`src/rtl/bcd_scan_ctrl.sv`:
```
`default_nettype none
// bcd_scan_ctrl: time-multiplexed scan controller for an NDIG-digit BCD display.
// Optional leading-zero blanking is enabled by defining BCD_SCAN_LZ_BLANK_EN.
module bcd_scan_ctrl #(
  parameter int NDIG  = 4,
  parameter int DWELL = 4
) (
  input  logic                clk,
  input  logic                rst,
  input  logic                en,
  input  logic                ld_valid,
  input  logic [4*NDIG-1:0]   ld_data,
  output logic                ld_ready,
  output logic [3:0]          dec_inp,
  output logic [NDIG-1:0]     dig_sel,
  output logic                frame_done,
  output logic                busy,
  output logic                err
);

  localparam int IW = (NDIG  > 1) ? $clog2(NDIG)  : 1;
  localparam int CW = (DWELL > 1) ? $clog2(DWELL) : 1;

  typedef enum logic [1:0] {S_IDLE = 2'd0, S_SCAN = 2'd1, S_BLANK = 2'd2} state_t;

  state_t            state_q, state_d;
  logic [IW-1:0]     idx_q, idx_d;
  logic [CW-1:0]     dcnt_q, dcnt_d;
  logic [4*NDIG-1:0] shadow_q, shadow_d;
  logic [4*NDIG-1:0] pbuf_q, pbuf_d;
  logic              pend_q, pend_d;
  logic              err_d;
  logic              fdone_d;
  logic              xfer;
  logic [3:0]        nib_d;
  logic              blank_d;

  function automatic logic has_bad(input logic [4*NDIG-1:0] v);
    logic b;
    b = 1'b0;
    for (int k = 0; k < NDIG; k++)
      if (v[4*k +: 4] > 4'd9) b = 1'b1;
    return b;
  endfunction

  always_comb begin
    state_d  = state_q;
    idx_d    = idx_q;
    dcnt_d   = dcnt_q;
    shadow_d = shadow_q;
    pbuf_d   = pbuf_q;
    pend_d   = pend_q;
    err_d    = err;
    xfer     = 1'b0;
    case (state_q)
      S_IDLE: begin
        if (en) begin
          state_d = S_SCAN;
          idx_d   = '0;
          dcnt_d  = '0;
          xfer    = 1'b1;
        end
      end
      S_SCAN: begin
        if (dcnt_q == CW'(DWELL - 1)) state_d = S_BLANK;
        else                          dcnt_d  = dcnt_q + 1'b1;
      end
      S_BLANK: begin
        idx_d  = '0;
        dcnt_d = '0;
        if (idx_q != IW'(NDIG - 1)) begin
          idx_d   = idx_q + 1'b1;
          state_d = S_SCAN;
        end else begin
          xfer    = 1'b1;
          state_d = en ? S_SCAN : S_IDLE;
        end
      end
      default: state_d = S_IDLE;
    endcase
    // Transfer consumes the old buffer before a same-cycle load overwrites it.
    if (xfer && pend_q) begin
      shadow_d = pbuf_q;
      pend_d   = 1'b0;
      err_d    = has_bad(pbuf_q);
    end
    if (ld_valid && ld_ready) begin
      pbuf_d = ld_data;
      pend_d = 1'b1;
    end
    fdone_d = (state_d == S_BLANK) && (idx_d == IW'(NDIG - 1));
    nib_d   = shadow_d[4*int'(idx_d) +: 4];
    blank_d = (nib_d > 4'd9);
`ifdef BCD_SCAN_LZ_BLANK_EN
    if ((idx_d != '0) && ((shadow_d >> (4*int'(idx_d))) == '0)) blank_d = 1'b1;
`endif
  end

  always_ff @(posedge clk) begin
    if (rst) begin
      state_q    <= S_IDLE;
      idx_q      <= '0;
      dcnt_q     <= '0;
      shadow_q   <= '0;
      pbuf_q     <= '0;
      pend_q     <= 1'b0;
      ld_ready   <= 1'b1;
      dec_inp    <= 4'd0;
      dig_sel    <= '0;
      frame_done <= 1'b0;
      busy       <= 1'b0;
      err        <= 1'b0;
    end else begin
      state_q    <= state_d;
      idx_q      <= idx_d;
      dcnt_q     <= dcnt_d;
      shadow_q   <= shadow_d;
      pbuf_q     <= pbuf_d;
      pend_q     <= pend_d;
      ld_ready   <= ~pend_d;
      err        <= err_d;
      busy       <= (state_d != S_IDLE);
      frame_done <= fdone_d;
      dig_sel    <= ((state_d == S_SCAN) && !blank_d) ? (NDIG'(1) << idx_d) : '0;
      if (state_d == S_SCAN)      dec_inp <= nib_d;
      else if (state_d == S_IDLE) dec_inp <= 4'd0;
    end
  end

endmodule
`default_nettype wire

```
`config.mk`:
```
export PLATFORM = sky130hd
export DESIGN_NAME = bcd_scan_ctrl
export DESIGN_NICKNAME = d
export VERILOG_FILES = /design/src/rtl/bcd_scan_ctrl.sv
export SDC_FILE = /design/constraint.sdc
export NUM_CORES = 1
export LEC_CHECK = 0
export ABC_AREA = 1
export ABC_CLOCK_PERIOD_IN_PS = 2300
export BUFFER_PORTS_ARGS = -buffer_cell sky130_fd_sc_hd__buf_2
export CAP_MARGIN = 40
export CORE_ASPECT_RATIO = 0.6
export CORE_UTILIZATION = 45
export CTS_BUF_LIST = sky130_fd_sc_hd__clkbuf_4 sky130_fd_sc_hd__clkbuf_8 sky130_fd_sc_hd__clkbuf_16
export DETAILED_ROUTE_END_ITERATION = 12
export PLACE_DENSITY = 0.68
export SETUP_SLACK_MARGIN = 0.3
export SYNTH_ARGS = -nofsm -noshare
export SYNTH_HDL_FRONTEND = slang
export SYNTH_SLANG_ARGS = --single-unit
```
`constraint.sdc`:
```
create_clock -name clk -period 2.3 [get_ports clk]
set_input_delay 0.115 -clock clk [delete_from_list [all_inputs] [get_ports clk]]
set_output_delay 0.115 -clock clk [all_outputs]
set_load 0.005 [all_outputs]
```
==> run metrics <==
r2r worst-path depth=11; FF-to-FF setup slack=0.55 ns; antenna-violating nets left=0; Worst Hold Path Cells=3; later-pin clock latency in the skew report=0.31 ns; GPL Wtd Cong=0.791; post-synthesis sequential area ratio=0.490; CTS H-Tree Depth=2; worst-margin pin slew=0.606 ns; gr usage total=0.196; synth top area cells=dfxtp_1, nand2_1, nor2_1, o21ai_0, nand3_1; #FFs+latches synth=51; max layer used=met4; initial antenna violation count=0; area leader, netlist=dfxtp_1; critical path data required time=2.55 ns; Worst slew margin=0.596; Fin. Hold Viols=0; wire length on met1=2510 um; syn nets=308; Initial DRC Count=53; Routed WL per cell=12.0 um; Gate Count Post-Synth=286; Area Overhead vs Synth=16.5%; Yosys top cell area share=0.490; Core ar.=4280 um^2; CTS hold repair buffers=0; Post-Layout Inst Area=2430 um^2; Syn. warnings=0; cell area after synthesis=2090 um^2; Ports=32; Peak VDD IR=0.413 mV; vias per cell=4.84; layout cells sized above 1=0.174; most common cell after layout, fill and taps aside=nand2_1; CP startpoint kind=flop; Final period util=0.762; total leakage power=1.15 nW; Root Driver=clkbuf_8; Setup TNS=0 ns; Final Worst Setup Slack=0.547 ns; TritonCTS clock tree=built; synthesized area per cell=7.29 um^2; Synth cell types=26; Min Clock Period, post-route=1.75 ns; Post-CTS Setup Bufs=0; DR vias=1826; worst hold path class=input port to flop; worst-case clock buffer depth=2; overall routed net length=4530 um; highest clock rate=570 MHz; status=complete, no violations; CP Max Fanout=7; Die H=54.7 um; number of port buffers=31; first-pass GRT wire length=7380 um; CP Class=flop to flop; Num CTS Buffers=5; RSZ-0062 raised after global routing=false; Clock Skews=0.00844 ns; grt total ovfl=0; maxcap violations=0; post-detail-place hpwl=3050 um; DRC errors left=0; Antenna diodes=0; Nets=338; setup violators final=0; Die Area=4920 um^2; # rows=18; Fill cells=446; pre-CTS setup slack=0.333 ns; WL met2=1810 um; Placed Area=2260 um^2; routed wl met3=188 um; Die W=89.9 um; final slew viol count=0; CP arrival=2.00 ns; vias in the first global route=1622; CP Capture Type=flop; drt first pass iters=4; most frequent cells in the layout=nand2_1, dfxtp_1, nor2_1; largest net degree at the start of global routing=26; clock transition at the registers of the reported paths=0.09 ns; Power Density=743 nW/um^2; worst hold margin=0.0502 ns; clk sinks=51; Starting Density=0.487
[per-stage QoR]
stage / total power [W] / std cells / utilization
2_1_floorplan: 0.00113 / 286 / -
3_3_place_gp: 0.00119 / 367 / 0.529
3_5_place_dp: 0.00119 / 367 / 0.529
4_1_cts: 0.00181 / 375 / 0.556
5_1_grt: 0.00189 / 377 / 0.568
6_report: 0.00181 / 377 / 0.568
[cells in the mapped netlist]
library cell and n:
a21oi_1 9, a22o_1 1, a31oi_1 1, and2_1 1
buf_2 2, buf_4 1, buf_6 2, clkbuf_1 7
clkinv_1 1, dfxtp_1 51, ha_1 2, inv_1 30
inv_2 4, nand2_1 57, nand2_2 2, nand3_1 24
nand3_4 1, nand3b_1 2, nand4_1 1, nor2_1 49
nor3_1 1, o211a_1 1, o21ai_0 29, o21ai_1 4
o21ai_2 2, o221ai_1 1
[per-layer routing]
metal | track usage | vias to the layer above
met1 | 0.270 | 822
met2 | 0.312 | 28
met3 | 0.0514 | 6
met5 | 0 | -
met4 | 0.0484 | 0
li1 | - | 970
[report_power, final]
part	switching (W)	total [W]	internal, W
clock network	0.000295	0.000619	0.000324
registers	0.0000312	0.000970	0.000939
logic	0.000134	0.000216	0.0000823
total	0.000461	0.00181	0.00134
[logic make-up after synthesis]
group / after synthesis / synth area share
flops: 51 / 0.490
simple gates: 138 / 0.278
compound gates: 48 / 0.125
buf+inv: 47 / 0.0948
fa+ha+maj: 2 / 0.0120
[final timing paths]
kind	start	endpoint
worst min register to register	dec_inp[0]	dec_inp[0]
worst max register to register	idx_q[0]	dig_sel[3]
worst max-delay path	idx_q[0]	dig_sel[3]
worst min-delay path	ld_data[0]	pbuf_q[0]
[timing repair]
| item | in CTS | in global routing |
|---|---|---|
| resized for setup | 0 | 9 |
| endpoints found under the setup margin | 0 | 6 |
| hold endpoints to repair | 0 | 0 |
[final cells by class]
class	count	area, um^2	share of cell area
tap	60	75.1	0.0309
clock buffer	5	68.8	0.0283
sequential	51	1020	0.420
inverter	35	131	0.0541
multi-input combinational	190	920	0.378
timing repair buffer	33	170	0.0700
clock inverter	3	43.8	0.0180
[critical path: stages (launching register included)]
cell	delay (ns)
dfxtp_1	0.36
ha_1	0.22
inv_1	0.07
nand2_2	0.16
nand3_4	0.15
o21ai_1	0.20
nand2_1	0.07
nand3_1	0.11
nand2_1	0.08
nand2_1	0.09
nand3_1	0.09
nor2_1	0.10
[sequential cells by signal, indices dropped and copies added (netlist names)]
name	count
frame_done	1
dec_inp	4
pend_q	1
busy	1
shadow_q	16
dig_sel	4
dcnt_q	2
state_q	2
err	1
pbuf_q	16
idx_q	2
ld_ready	1
(Power assumes the default switching activity.)
